### src/rtl/regs_wb_arbiter_pkg.sv
// Shared constants for the writeback arbiter: requester indices, register
// count, default widths, and the round-robin pointer width helper.
package regs_wb_arbiter_pkg;

    localparam int WB_ALU      = 0;
    localparam int WB_LSU      = 1;
    localparam int WB_MDU      = 2;

    localparam int NUM_REQ_DEF = 3;
    localparam int REG_NUM     = 32;
    localparam int XLEN        = 32;
    localparam int AW_DEF      = 5;

    // Width of a pointer that selects one of n requesters; never zero.
    function automatic int ptr_w(input int n);
        return (n > 1) ? $clog2(n) : 1;
    endfunction

endpackage

### src/rtl/regs_wb_arbiter_rr_arbiter.sv
// Combinational round-robin arbiter: search starts at ptr and wraps, and the
// pointer advances past the granted requester (holds when nothing is granted).
module wba_rr_arbiter
    import regs_wb_arbiter_pkg::*;
#(
    parameter int NUM_REQ = NUM_REQ_DEF,
    parameter int PW      = ptr_w(NUM_REQ)
) (
    input  logic [NUM_REQ-1:0] req,
    input  logic [PW-1:0]      ptr,
    output logic [NUM_REQ-1:0] gnt,
    output logic [PW-1:0]      nxt_ptr
);

    logic found;

    always_comb begin
        gnt     = '0;
        nxt_ptr = ptr;
        found   = 1'b0;
        for (int off = 0; off < NUM_REQ; off++) begin
            int idx;
            idx = (int'(ptr) + off) % NUM_REQ;
            if (!found && req[idx]) begin
                found    = 1'b1;
                gnt[idx] = 1'b1;
                nxt_ptr  = (idx + 1 == NUM_REQ) ? '0 : PW'(idx + 1);
            end
        end
    end

endmodule

### src/rtl/regs_wb_arbiter.sv
// Register-file writeback arbiter with busy scoreboard for hazard stalls.
// Optional conflict-cycle counter enabled by defining WBA_PERF_CNT_EN.
module regs_wb_arbiter
    import regs_wb_arbiter_pkg::*;
#(
    parameter int NUM_REQ = NUM_REQ_DEF,
    parameter int XLEN    = regs_wb_arbiter_pkg::XLEN,
    parameter int AW      = AW_DEF
) (
    input  logic                    clk,
    input  logic                    rst_n,
    input  logic [NUM_REQ-1:0]      WB_valid,
    output logic [NUM_REQ-1:0]      WB_ready,
    input  logic [NUM_REQ*AW-1:0]   WB_addr,
    input  logic [NUM_REQ*XLEN-1:0] WB_data,
    input  logic                    SB_set,
    input  logic [AW-1:0]           SB_setaddr,
    input  logic [AW-1:0]           SB_qaddr1,
    input  logic [AW-1:0]           SB_qaddr2,
    output logic                    SB_stall,
    output logic                    REGS_wen,
    output logic [AW-1:0]           REGS_wraddr,
    output logic [XLEN-1:0]         REGS_wrdata
`ifdef WBA_PERF_CNT_EN
    ,
    output logic [31:0]             WBA_conflict_cnt
`endif
);

    localparam int PW = ptr_w(NUM_REQ);

    logic [PW-1:0]      ptr_q, ptr_d, nxt_ptr;
    logic [NUM_REQ-1:0] gnt;
    logic               any_gnt;
    logic [AW-1:0]      gnt_addr;
    logic [XLEN-1:0]    gnt_data;

    logic               wen_q, wen_d;
    logic [AW-1:0]      wraddr_q, wraddr_d;
    logic [XLEN-1:0]    wrdata_q, wrdata_d;
    logic [REG_NUM-1:0] busy_q, busy_d;

    wba_rr_arbiter #(
        .NUM_REQ (NUM_REQ),
        .PW      (PW)
    ) u_rr (
        .req     (WB_valid),
        .ptr     (ptr_q),
        .gnt     (gnt),
        .nxt_ptr (nxt_ptr)
    );

    assign WB_ready = gnt;
    assign any_gnt  = |gnt;

    always_comb begin
        gnt_addr = '0;
        gnt_data = '0;
        for (int i = 0; i < NUM_REQ; i++) begin
            if (gnt[i]) begin
                gnt_addr = WB_addr[i*AW +: AW];
                gnt_data = WB_data[i*XLEN +: XLEN];
            end
        end
    end

    // x0 writes are consumed by the grant but never reach the register file.
    always_comb begin
        ptr_d    = nxt_ptr;
        wen_d    = any_gnt && (gnt_addr != '0);
        wraddr_d = any_gnt ? gnt_addr : wraddr_q;
        wrdata_d = any_gnt ? gnt_data : wrdata_q;
    end

    // Clear on the write's registration edge; a same-edge set wins because a
    // newer producer has just been issued to that register.
    always_comb begin
        busy_d = busy_q;
        if (any_gnt) begin
            busy_d[gnt_addr] = 1'b0;
        end
        if (SB_set && (SB_setaddr != '0)) begin
            busy_d[SB_setaddr] = 1'b1;
        end
        busy_d[0] = 1'b0;
    end

    assign SB_stall = busy_q[SB_qaddr1] | busy_q[SB_qaddr2];

    always_ff @(posedge clk or negedge rst_n) begin
        if (!rst_n) begin
            ptr_q    <= '0;
            wen_q    <= 1'b0;
            wraddr_q <= '0;
            wrdata_q <= '0;
            busy_q   <= '0;
        end else begin
            ptr_q    <= ptr_d;
            wen_q    <= wen_d;
            wraddr_q <= wraddr_d;
            wrdata_q <= wrdata_d;
            busy_q   <= busy_d;
        end
    end

    assign REGS_wen    = wen_q;
    assign REGS_wraddr = wraddr_q;
    assign REGS_wrdata = wrdata_q;

`ifdef WBA_PERF_CNT_EN
    logic [31:0] cnt_q, cnt_d;

    always_comb begin
        cnt_d = cnt_q;
        if (($countones(WB_valid) >= 2) && (cnt_q != '1)) begin
            cnt_d = cnt_q + 32'd1;
        end
    end

    always_ff @(posedge clk or negedge rst_n) begin
        if (!rst_n) begin
            cnt_q <= '0;
        end else begin
            cnt_q <= cnt_d;
        end
    end

    assign WBA_conflict_cnt = cnt_q;
`endif

endmodule

### config.mk
export PLATFORM = sky130hd
export DESIGN_NAME = regs_wb_arbiter
export DESIGN_NICKNAME = d
export VERILOG_FILES = /design/src/rtl/regs_wb_arbiter_pkg.sv /design/src/rtl/regs_wb_arbiter_rr_arbiter.sv /design/src/rtl/regs_wb_arbiter.sv
export SDC_FILE = /design/constraint.sdc
export NUM_CORES = 1
export LEC_CHECK = 0
export CORE_MARGIN = 1
export CORE_UTILIZATION = 48
export DETAILED_ROUTE_END_ITERATION = 8
export PLACE_DENSITY = 0.91
export SYNTH_ARGS = -nofsm -noshare
export SYNTH_HDL_FRONTEND = slang
export SYNTH_SLANG_ARGS = --single-unit
### constraint.sdc
create_clock -name clk -period 8.95 [get_ports clk]
set_clock_uncertainty 0.2 [all_clocks]
set_input_delay 0.895 -clock clk [delete_from_list [all_inputs] [get_ports clk]]
set_output_delay 0.895 -clock clk [all_outputs]
set_load 0.01 [all_outputs]
==> flow_metrics.env <==
export IMPL_outcome="finished, final reports clean"
export IMPL_drive_above_1_share_pct=9.54
export IMPL_hp_class="reg -> reg"
export IMPL_synth_seq_area_share_pct=38.8
export IMPL_first_global_vias=4906
export IMPL_post_cts_buffers=0
export IMPL_drc_errors=0
export IMPL_grt_pass1_wl_microns=24800
export IMPL_clock_tree_from_tritoncts="built"
export IMPL_grt_ovfl_total=0
export IMPL_total_leakage_power_nw=2.43
export IMPL_ios=174
export IMPL_totalPowerFinal_mw=2.61
export IMPL_fillerInstances=658
export IMPL_worst_skew_pair_late_latency_ns=0.34
export IMPL_detail_route_iter0_violations=564
export IMPL_final_common_cell="sky130_fd_sc_hd__clkdlybuf4s50_1"
export IMPL_timing_critical_path_to_type="output port"
export IMPL_avgRoutedWirePerCell_microns=20.4
export IMPL_synth_xor_xnor_area_share_pct=0
export IMPL_grt_util_all_layers_pct=32.4
export IMPL_dpl_cell_area_sq_mm=0.00637
export IMPL_vias_per_cell=6.37
export IMPL_clock_fmax_mhz=218
export IMPL_final_seq_area_sq_mm=0.00178
export IMPL_height_of_the_die_microns=99.7
export IMPL_critPathRequiredTime_ns=7.86
export IMPL_ctsLongestPathBuffers=2
export IMPL_synth_mux_area_share_pct=12.9
export IMPL_postSynthAreaPerCell_sq_um=9.33
export IMPL_synth_area_sq_mm=0.00458
export IMPL_synth_distinct_cells=45
export IMPL_maxSlewHeadroom_pct=25.0
export IMPL_grt_use_met2_pct=52.0
export IMPL_synth_warnings=0
export IMPL_ys_seq_elements=71
export IMPL_worstPathMaxFanout=38
export IMPL_synth_fa_ha_area_share_pct=1.09
export IMPL_cts_root_buf="sky130_fd_sc_hd__clkbuf_8"
export IMPL_cts_resized=0
export IMPL_layout_worst_path_cycle_share_pct=51.3
export IMPL_worst_setup_path_class="in -> out"
export IMPL_grt_busiest_layer="met2"
export IMPL_final_setup_tns_ns=0
export IMPL_insertedDiodeCount=0
export IMPL_yosys_area_top_type="sky130_fd_sc_hd__dfrtp_1"
export IMPL_synth_net_count=627
export IMPL_finalWorstPathRequiredPeriod_ns=4.59
export IMPL_gp_congestion=1.03
export IMPL_yosys_most_used_dff="sky130_fd_sc_hd__dfrtp_1"
export IMPL_synth_edff_count=0
export IMPL_simple_gate_share_of_the_synthesized_area_pct=17.6
export IMPL_final_cell_mix="sky130_fd_sc_hd__clkdlybuf4s50_1, sky130_fd_sc_hd__nand2_1, sky130_fd_sc_hd__dfrtp_1, sky130_fd_sc_hd__nand3_1"
export IMPL_synthDominantCellAreaShare_pct=38.8
export IMPL_netlist_instances=491
export IMPL_global_route_usage_met1_pct=40.1
export IMPL_cts_inserted_buffers=9
export IMPL_timing_critical_path_slowest_cell_delay_ns=0.55
export IMPL_design_area_sq_mm=0.00655
export IMPL_path_clk_slew_ns=0.08
export IMPL_multi_input_area_sq_mm=0.00258
export IMPL_clock_tree_htree_level_count=3
export IMPL_rsz0062_at_grt="no"
export IMPL_vdd_drop_max_mv=0.243
export IMPL_number_of_routed_nets_with_antenna_violations=0
export IMPL_global_routing_met3_resource_utilization_pct=8.29
export IMPL_route_vias_total=4965
export IMPL_synth_compound_area_share_pct=24.4
export IMPL_fp_dieArea_sq_mm=0.00994
export IMPL_combinational_family_with_the_most_area_after_synthesis="compound AO/OA/AOI/OAI gates"
export IMPL_grt_start_max_net_pins=77
export IMPL_data_arrival_time_of_the_critical_path_ns=3.50
export IMPL_ys_top_cells_by_area="sky130_fd_sc_hd__dfrtp_1, sky130_fd_sc_hd__mux4_2, sky130_fd_sc_hd__a221o_1"
export IMPL_portBuffers=173
export IMPL_powerDensity_mw_per_mm2=399
export IMPL_postCtsHoldBufs=0
export IMPL_final_hold_violation_count=0
export IMPL_cp_cell_sequence="clkdlybuf4s50_1 > nand2b_1 > a21oi_1 > o21a_1 > buf_4 > clkinv_1 > buf_4 > clkdlybuf4s50_1"
export IMPL_design_final_nets=781
export IMPL_die_width_microns=99.7
export IMPL_worst_setup_path_start_kind="input pin"
export IMPL_async_reset_ff_share_pct=100
export IMPL_finalSetupViolCount=0
export IMPL_cp_slowest_cell="sky130_fd_sc_hd__clkdlybuf4s50_1"
export IMPL_syn2layout_area_growth_pct=42.9
export IMPL_postRouteWirelength_microns=15900
export IMPL_floorplan_initialDensity_pct=49.6
export IMPL_core_sq_mm=0.00924
export IMPL_worst_slew_pin_slew_ns=1.12
export IMPL_cell_row_count=35
export IMPL_cap_violations=0
export IMPL_dp_hpwl_microns=11200
export IMPL_tritoncts_num_sinks=71
export IMPL_firstDrtPassIters=5
export IMPL_report_final_slew_viol_count=0
export IMPL_antenna_found_initial=0
==> per-stage QoR <==
step	hold slack [ns]	worst slack, ns	instances	utilization (%)
global placement	0.259	4.48	763	69.0
global route	0.327	4.21	779	70.9
floorplan	0.296	5.32	491	-
finish	0.303	4.36	779	70.9
CTS	0.297	4.39	779	70.9
detailed placement	0.273	4.39	763	69.0
==> layout make-up <==
class / instances / area share (%)
clock buffer: 13 / 2.43
clock inverter: 3 / 0.268
inverter: 16 / 0.917
multi-input combinational: 365 / 39.4
sequential: 71 / 27.1
tap: 129 / 2.47
timing repair buffer: 182 / 27.4
==> state kept, by name (all words and copies together), names as in the netlist <==
signal / cells
REGS_wrdata: 32
busy_q: 31
REGS_wraddr: 5
ptr_q: 2
REGS_wen: 1
==> worst max-delay path: cells and delay by family <==
kind | cells | cell delay, ns
AOI/OAI and AO/OA | 2 | 0.57
buffers and inverters | 5 | 1.80
and+or+nand+nor | 1 | 0.20
==> synthesized netlist by cell type (all sizes together) (5+ instances only) <==
library cell and number:
inv 15, o21ai 36, nand2 85, a221o 32, mux2 8, buf 19
nor3b 5, o32ai 5, nor2 6, mux4 18, o211ai 11, nand3 57
o31ai 22, dfrtp 71, a21oi 36, nor3 5, mux2i 8, clkbuf 20
==> report_power, final <==
group	total (mW)	switching [mW]	leakage, nW	internal, mW
Clock	0.235	0.120	0.0894	0.115
Sequential	0.595	0.126	0.769	0.469
Combinational	1.78	1.02	1.57	0.764
Total	2.61	1.26	2.43	1.35
==> per-layer routing <==
metal / up-vias / routed length [microns]
met4: 0 / 724
met1: 2329 / 5690
met5: - / 0
met3: 75 / 1820
li1: 2161 / -
met2: 400 / 7680
==> cells by family after synthesis <==
| logic type | Yosys count |
|---|---|
| and+or+nand+nor | 172 |
| AOI/OAI and AO/OA | 155 |
| DFF | 71 |
| buffers and inverters | 55 |
| muxes | 34 |
| adders and majority gates | 4 |
==> path summary, 6_finish.rpt <==
kind / startpoint / to / slack [ns] / cells past startpoint
max reg2reg: ptr_q[0] / REGS_wrdata[31] / 4.85 / 11
min: REGS_wraddr[1] / REGS_wraddr[1] / 0.30 / 2
min in group asynchronous: rst_n / REGS_wen / 0.54 / 2
max: WB_valid[2] / WB_ready[1] / 4.36 / 8
min reg2reg: REGS_wraddr[1] / REGS_wraddr[1] / 0.30 / 2
max in group asynchronous: rst_n / busy_q[26] / 7.40 / 2
Note: power is estimated with default switching activity, not from simulation.
